<file path="config.mk">
export PLATFORM = sky130hd
export DESIGN_NAME = slot_decoder
export DESIGN_NICKNAME = d
export VERILOG_FILES = /design/src/rtl/slot_pkg.sv /design/src/rtl/slot_addr_decode.sv /design/src/rtl/slot_decoder.sv
export SDC_FILE = /design/constraint.sdc
export NUM_CORES = 1
export LEC_CHECK = 0
export ABC_AREA = 1
export BUFFER_PORTS_ARGS = -buffer_cell sky130_fd_sc_hd__buf_4
export CAP_MARGIN = 30
export CORE_MARGIN = 2
export CORE_UTILIZATION = 43
export DETAILED_ROUTE_END_ITERATION = 6
export PLACE_DENSITY = 0.81
export SYNTH_ARGS = -nofsm -noshare
export SYNTH_HDL_FRONTEND = slang
export SYNTH_SLANG_ARGS = --single-unit
</file>
<file path="constraint.sdc">
create_clock -name clk_sys -period 1.8 [get_ports clk_sys]
set_clock_uncertainty 0.05 [all_clocks]
set_input_delay 0.18 -clock clk_sys [delete_from_list [all_inputs] [get_ports clk_sys]]
set_output_delay 0.18 -clock clk_sys [all_outputs]
set_load 0.005 [all_outputs]
</file>
<file path="src/rtl/slot_pkg.sv">
// Shared constants, address classes and helpers for the peripheral-slot decoder.
package slot_pkg;

  localparam logic [15:0] DEVSEL_BASE = 16'hC080;
  localparam logic [15:0] IOSEL_BASE  = 16'hC100;
  localparam logic [15:0] STROBE_BASE = 16'hC800;
  localparam logic [15:0] CFFF_ADDR   = 16'hCFFF;

  typedef enum logic [2:0] {NONE, DEVSEL, IOSEL, STROBE, CLEAR} addr_cls_e;

  // Banks 00/01/E0/E1 are the only banks that see the slot I/O space.
  function automatic logic io_bank(input logic [7:0] b);
    return (b == 8'h00) || (b == 8'h01) || (b == 8'hE0) || (b == 8'hE1);
  endfunction

  // $C0n0 soft switches carry the slot in addr[6:4]; $Cs00 pages carry it in addr[10:8].
  function automatic logic [2:0] slot_of(input logic [15:0] a);
    return (a[15:8] == 8'hC0) ? a[6:4] : a[10:8];
  endfunction

endpackage

</file>
<file path="src/rtl/slot_addr_decode.sv">
// Combinational classifier: maps a CPU bank/address to a slot address class and slot number.
module slot_addr_decode
  import slot_pkg::*;
(
  input  logic [7:0]  bank_i,
  input  logic [15:0] addr_i,
  output addr_cls_e   cls_o,
  output logic [2:0]  slot_o,
  output logic        qual_o
);

  always_comb begin
    qual_o = io_bank(bank_i);
    slot_o = slot_of(addr_i);
    cls_o  = NONE;
    if (qual_o) begin
      if (addr_i[15:7] == DEVSEL_BASE[15:7])
        cls_o = DEVSEL;
      else if (addr_i >= IOSEL_BASE && addr_i < STROBE_BASE)
        cls_o = IOSEL;
      else if (addr_i == CFFF_ADDR)
        cls_o = CLEAR;
      else if (addr_i[15:11] == STROBE_BASE[15:11])
        cls_o = STROBE;
    end
  end

endmodule

</file>
<file path="src/rtl/slot_decoder.sv">
// Per-slot DEVSEL/IOSEL/IOSTROBE decode, $C800 window ownership and card read-data mux.
module slot_decoder
  import slot_pkg::*;
#(
  parameter int NUM_SLOTS = 7,
  parameter int DW        = 8
) (
  input  logic                    clk_sys,
  input  logic                    reset_n,
  input  logic                    phi0,
  input  logic [7:0]              bank,
  input  logic [15:0]             addr,
  input  logic                    we,
  input  logic [7:0]              sltromsel,
  input  logic [NUM_SLOTS*DW-1:0] slot_dout,
  output logic [NUM_SLOTS-1:0]    device_select,
  output logic [NUM_SLOTS-1:0]    io_select,
  output logic [NUM_SLOTS-1:0]    io_strobe,
  output logic                    int_rom_hit,
  output logic                    slot_hit,
  output logic [DW-1:0]           slot_rdata,
  output logic [2:0]              c8_owner
);

  addr_cls_e  cls;
  logic [2:0] slot;
  logic       qual;

  slot_addr_decode u_dec (
    .bank_i (bank),
    .addr_i (addr),
    .cls_o  (cls),
    .slot_o (slot),
    .qual_o (qual)
  );

  logic [NUM_SLOTS-1:0] dev_q, dev_d, ios_q, ios_d, str_q, str_d;
  logic                 rom_q, rom_d, we_q, we_d;
  logic [2:0]           owner_q, owner_d;

  // Next state is a full bus-cycle decode; it is only committed on the phi0 edge.
  always_comb begin
    dev_d   = '0;
    ios_d   = '0;
    str_d   = '0;
    rom_d   = 1'b0;
    we_d    = we;
    owner_d = owner_q;
    unique case (cls)
      DEVSEL: begin
        for (int s = 1; s <= NUM_SLOTS; s++)
          if (slot == 3'(s) && sltromsel[s]) dev_d[s-1] = 1'b1;
      end
      IOSEL: begin
        if (!sltromsel[slot]) rom_d = 1'b1;
        else
          for (int s = 1; s <= NUM_SLOTS; s++)
            if (slot == 3'(s)) begin
              ios_d[s-1] = 1'b1;
              owner_d    = slot;
            end
      end
      STROBE, CLEAR: begin
        for (int s = 1; s <= NUM_SLOTS; s++)
          if (owner_q == 3'(s)) str_d[s-1] = 1'b1;
        if (owner_q == 3'd0 && cls == STROBE) rom_d = 1'b1;
        // $CFFF still strobes the current owner, then releases the window.
        if (cls == CLEAR) owner_d = 3'd0;
      end
      default: ;
    endcase
  end

  always_ff @(posedge clk_sys or negedge reset_n) begin
    if (!reset_n) begin
      dev_q   <= '0;
      ios_q   <= '0;
      str_q   <= '0;
      rom_q   <= 1'b0;
      we_q    <= 1'b0;
      owner_q <= 3'd0;
    end else if (phi0) begin
      dev_q   <= dev_d;
      ios_q   <= ios_d;
      str_q   <= str_d;
      rom_q   <= rom_d;
      we_q    <= we_d;
      owner_q <= owner_d;
    end
  end

  logic [NUM_SLOTS-1:0]         sel;
  logic [NUM_SLOTS-1:0][DW-1:0] lane_data;

  assign sel = dev_q | ios_q | str_q;

  // Selects are one-hot, so an AND-OR mux is sufficient.
  for (genvar i = 0; i < NUM_SLOTS; i++) begin : g_lane
    assign lane_data[i] = slot_dout[i*DW +: DW] & {DW{sel[i]}};
  end

  always_comb begin
    slot_rdata = '0;
    for (int i = 0; i < NUM_SLOTS; i++) slot_rdata = slot_rdata | lane_data[i];
  end

  assign device_select = dev_q;
  assign io_select     = ios_q;
  assign io_strobe     = str_q;
  assign int_rom_hit   = rom_q;
  assign c8_owner      = owner_q;
  assign slot_hit      = (|sel) & ~we_q;

endmodule
</file>
==> impl_metrics.ini, run 1 <==
[layout]
diodes = 0
drive_gt1_share_pct = 50.2
nNetsFinal = 535
area_growth_pct = 72.2
fill_cells = 325
fin_cells = 494

[global_routing]
grt_max_degree = 29
grt_pass1_wl_mm = 11.9
met2_usage_pct = 53.0
grt-ovfl-total = 0
use_met1_pct = 34.6
top_usage_layer = met2
grt_pass1_vias = 2562
grtUsageTotal_pct = 29.1
grt_use_met3_pct = 6.75
antenna_found_initial = 0

[cts]
numCtsBuffers = 3
cts.clk_slew.worst_paths_ps = 90
clockBufferDepth = 2
clk_latency_ps = 260
clock-sinks = 26
cts_tree = built
htreeDepth = 1
ctsRootBufferMaster = clkbuf_8

[place]
place_inst = 473
dp_slack_ps = -16.0
hpwlAfterDp_mm = 5.63
io_buffers = 124
gp_congestion = 0.960

[sta]
setup_viol = 9
fin_ws_ps = -138
fmax_ghz = 0.516
finalMaxSlewViolations = 0
whs_ps = 95.6
finalHoldViolCount = 0
tns_ps = -945
rsz0062_at_grt = yes
period_share_pct = 108
tightestPinTransition_ps = 489
timing.final.crit_period_ps = 1940
max_slew_margin_pct = 67.3

[critical_path]
endpoint_kind = output pin
cpLargestDelayFamily = simple AND/OR/NAND/NOR gates
critPathArrivalTime_ps = 1710
cp-start-kind = flip-flop
crit_top_cell = nand2_2
crit_slowest_cell = dfrtp_1
cp.required_ps = 1570
crit_path_max_fanout = 4
crit_chain = nor3_4 > clkinv_2 > nand2_2 > nand2_2 > a221oi_2 > nand4_1 > buf_4
regToRegSetupSlack_ps = 790
crit_type = reg -> out
cp_slowest_stage_delay_ps = 440
crit_buf_inv = 2

[synthesis]
synth_area_mm2 = 0.00195
yosys.cell_types.count = 29
synthCells = 288
yosysWarnings = 0
synth_area_per_cell_um2 = 6.79
ys_seq_area_share_pct = 33.3
ys_ff_latch = 26
syn_nets = 380

[worst_hold_path]
hp-class = in -> reg

[detailed_routing]
routed_wirelength_mm = 7.49
first_pass_iters = 5
ant_nets = 0
vias = 2613
vias_per_cell = 5.29
drc_errors = 0
dr.first_iter.drc_count = 164
post_drt_wl_per_cell_um = 15.2

[outcome]
violations = negative setup slack
status = complete, but fails checks

[floorplanning]
num_rows = 24
die_w_um = 71.4
ios = 126
core_mm2 = 0.00435
initial_core_util_pct = 44.9
die_area_mm2 = 0.00510
die_h_um = 71.4

[pwr]
total_power_w = 0.00136
p_per_area_mw_per_mm2 = 404
cellLeakagePower_nw = 1.87
max-vdd-ir-drop_mv = 0.390

[flow_run]
maxCapViolCount = 0
==> worst min-delay path, cell delays in order <==
cell and delay, ps:
buf_4 90, nand2_1 60, nand2_1 60
==> sequential cells by signal, summed over array words and instances (netlist names) <==
| name | cells |
|---|---|
| c8_owner | 3 |
| io_strobe | 7 |
| we_q | 1 |
| int_rom_hit | 1 |
| device_select | 7 |
| io_select | 7 |
==> cells by family after synthesis <==
family,synth area share [%]
buffers and inverters,7.62
AOI/OAI and AO/OA,8.45
DFF,33.3
and+or+nand+nor,50.6
==> placed cells by master (no fill, tap or decap), drive strengths merged <==
master	n
nand2	132
a221oi	8
inv	39
dlygate4sd3	1
nor4	3
dfrtp	26
or2	1
o21ai	13
o31ai	1
nand3	23
a21oi	2
buf	147
nand3b	3
nor2	14
clkinv	2
nor3	10
bufinv	1
a41oi	1
nand4	12
clkbuf	3
==> final cells by class <==
cell class | instances | area, um^2 | share of cell area [%]
tap | 52 | 65.1 | 1.93
timing repair inverter | 4 | 20.0 | 0.595
multi-input combinational | 223 | 1290 | 38.4
inverter | 37 | 151 | 4.50
sequential | 26 | 651 | 19.3
clock inverter | 1 | 30.0 | 0.892
clock buffer | 3 | 41.3 | 1.23
timing repair buffer | 148 | 1110 | 33.1
==> routing by layer <==
layer  part of all wire [%]  vias up
met5                      0        -
met2                     50      150
met4                    2.7        0
li1                       -     1258
met3                     11       20
met1                     36     1185
==> report_power, final <==
part	leakage, nW	internal [W]	switching (W)
clock network	0.0357	0.000297	0.000178
registers	0.361	0.000587	0.00000358
logic	1.47	0.000160	0.000133
==> synthesized netlist by cell type <==
| library cell | count | area, um^2 |
|---|---|---|
| a21oi_1 | 1 | 5.00 |
| a21oi_2 | 1 | 8.76 |
| a221oi_1 | 8 | 70.1 |
| a41oi_1 | 1 | 8.76 |
| clkbuf_1 | 2 | 7.51 |
| clkinv_1 | 4 | 15.0 |
| dfrtp_1 | 26 | 651 |
| inv_1 | 24 | 90.1 |
| inv_2 | 8 | 30.0 |
| inv_4 | 1 | 6.26 |
| nand2_1 | 120 | 450 |
| nand2_2 | 8 | 50.1 |
| nand2_4 | 4 | 45.0 |
| nand3_1 | 18 | 90.1 |
| nand3_2 | 3 | 30.0 |
| nand3_4 | 2 | 35.0 |
| nand3b_1 | 3 | 22.5 |
| nand4_1 | 12 | 75.1 |
| nor2_1 | 8 | 30.0 |
| nor2_2 | 1 | 6.26 |
| nor2_4 | 5 | 56.3 |
| nor3_1 | 9 | 45.0 |
| nor3_4 | 1 | 16.3 |
| nor4_1 | 1 | 6.26 |
| nor4_2 | 2 | 25.0 |
| o21ai_0 | 10 | 50.1 |
| o21ai_1 | 3 | 15.0 |
| o31ai_1 | 1 | 7.51 |
| or2_1 | 1 | 6.26 |
==> repair_timing <==
item | 4_1_cts | 5_1_grt
setup endpoints to repair | 9 | 9
cloned | 4 | 0
hold endpoints to repair | 26 | 0
setup buffers | 7 | 5
hold buffers | 1 | 0
resized for setup | 27 | 17
pin swaps | 19 | 15
==> worst paths after layout <==
kind                       cells past startpoint             to             start
hold reg to reg                                2           we_q              we_q
min in group asynchronous                      2   io_select[4]           reset_n
max in group asynchronous                      2   io_strobe[4]           reset_n
hold / removal                                 3           we_q                we
setup reg to reg                               7    int_rom_hit       c8_owner[1]
setup / recovery                               7  slot_rdata[5]  device_select[1]
==> stage by stage <==
stage / util [%] / cell area (um^2)
after floorplan: - / 1950
after global placement: 69.5 / 3030
after detailed placement: 69.5 / 3030
after CTS: 75.6 / 3290
after global routing: 77.3 / 3370
final: 77.3 / 3370
Power figures use the tool's default switching activity.
==> run 2: changes to the inputs <==
Settings changed: REMOVE_ABC_BUFFERS set to 1.
==> impl_metrics.ini, run 2 (synthesis gave the netlist of run 1 again) <==
[critical_path]
crit_top_cell = nand2_1
cp.required_ps = 1570
crit_slowest_cell = dfrtp_1
cpLargestDelayFamily = simple AND/OR/NAND/NOR gates
endpoint_kind = output pin
reg2reg_from = c8_owner[1]
cp_slowest_stage_delay_ps = 430
r2r-end = int_rom_hit
cp-startpoint = io_select[1]
crit_path_max_fanout = 4
crit_type = reg -> out
cp-start-kind = flip-flop
reg2reg_depth = 7
crit_chain = nor3_4 > clkinv_2 > nand2_1 > nand2_1 > a221oi_2 > nand4_1 > buf_4
regToRegSetupSlack_ps = 760
crit_buf_inv = 2
critical_path_depth = 7
critPathArrivalTime_ps = 1760
endpoint = slot_rdata[1]

[sta]
max_slew_margin_pct = 67.0
finalMaxSlewViolations = 0
fin_ws_ps = -192
setup_viol = 9
rsz0062_at_grt = yes
tightestPinTransition_ps = 494
timing.final.crit_period_ps = 1990
finalHoldViolCount = 0
fmax_ghz = 0.502
period_share_pct = 111

[layout]
area_growth_pct = 68.6
post-route-util_pct = 75.7
diodes = 0
nNetsFinal = 525
drive_gt1_share_pct = 49.8
final_cell_mix = buf_4 (138), nand2_1 (110), inv_1 (23), dfrtp_1 (23), nand2_2 (18)
layout_commonest_cell = buf_4

[flow_run]
maxCapViolCount = 0

[detailed_routing]
met2WireLength_mm = 3.75
vias = 2568
met1Wirelength_mm = 2.72
top_layer_used = met4
dr.first_iter.drc_count = 127
ant_nets = 0
first_pass_iters = 4
post_drt_wl_per_cell_um = 15.0
vias_per_cell = 5.31
drc_errors = 0
route.met3.wl_um = 571
routed_wirelength_mm = 7.24

[pwr]
cellLeakagePower_nw = 1.81
max-vdd-ir-drop_mv = 0.279
p_per_area_mw_per_mm2 = 411
total_power_w = 0.00135

[cts]
clk_latency_ps = 270
htreeDepth = 1
numCtsBuffers = 3
cts_tree = built
ctsRootBufferMaster = clkbuf_8
clockBufferDepth = 2
cts.clk_slew.worst_paths_ps = 90
clock-sinks = 26

[global_routing]
antenna_found_initial = 0
grt_max_degree = 29
grtUsageTotal_pct = 27.7
grt-ovfl-total = 0
grt_pass1_vias = 2465
grt_pass1_wl_mm = 11.4

[floorplanning]
die_area_mm2 = 0.00510
num_rows = 24
die_h_um = 71.4
initial_core_util_pct = 44.9
ios = 126
die_w_um = 71.4
core_mm2 = 0.00435

[place]
hpwlAfterDp_mm = 5.40
io_buffers = 124
gp_congestion = 0.915

[outcome]
violations = negative setup slack
status = complete, but fails checks

[worst_hold_path]
hp-class = in -> reg
run 2: worst min-delay path by stage:
stage | from | depth (start not counted) | slack, ps | to
6_report | we | 3 | 80 | we_q
5_1_grt | we | 3 | 90 | we_q
4_1_cts | we | 3 | 80 | we_q
3_5_place_dp | reset_n | 1 | 50 | device_select[1]
3_3_place_gp | reset_n | 1 | 50 | device_select[1]
2_1_floorplan | reset_n | 0 | -170 | c8_owner[0]
run 2: area by class of cell:
| type | count | area, um^2 |
|---|---|---|
| multi-input cells | 223 | 1290 |
| fillers | 339 | 1060 |
| repair buffers | 139 | 1050 |
| flip-flops and latches | 26 | 654 |
| inverters | 37 | 149 |
| well taps | 52 | 65.1 |
| clock buffers | 3 | 41.3 |
| clock inverters | 1 | 30.0 |
| repair inverters | 3 | 15.0 |
run 2: tightest hold or removal path: stages:
cell and delay [ps]:
buf_4 80, nand2_1 50, nand2_1 60
run 2: layer usage:
metal / track usage, % / vias up
li1: - / 1237
met1: 32.7 / 1186
met2: 51.5 / 126
met3: 4.50 / 19
met4: 8.18 / 0
met5: 0 / -
run 2: what timing repair did:
item | 4_1_cts | 5_1_grt
gates resized for setup | 26 | 20
endpoints found under the hold margin | 26 | 0
buffers inserted | 5 | 3
pin swaps | 10 | 19
gates cloned | 3 | 0
hold buffers | 1 | 0
setup endpoints to repair | 9 | 9
run 2: per-stage QoR:
step / instances / worst slack, ps / instance area, um^2 / hold WS, ps / setup TNS [ps]
after floorplan: 286 / 332 / 1950 / -166 / 0
after global placement: 469 / 19.7 / 3000 / 52.0 / 0
after detailed placement: 469 / 7.07 / 3000 / 48.7 / 0
after CTS: 482 / -183 / 3240 / 78.3 / -1370
after global routing: 484 / -267 / 3300 / 90.1 / -2030
final: 484 / -192 / 3300 / 79.8 / -1020
run 2: power by group:
part           internal [W]  switching, W  leakage [nW]
Clock              0.000297      0.000177        0.0357
Sequential         0.000587    0.00000333         0.356
Combinational      0.000160      0.000129          1.42
Total               0.00104      0.000309          1.81
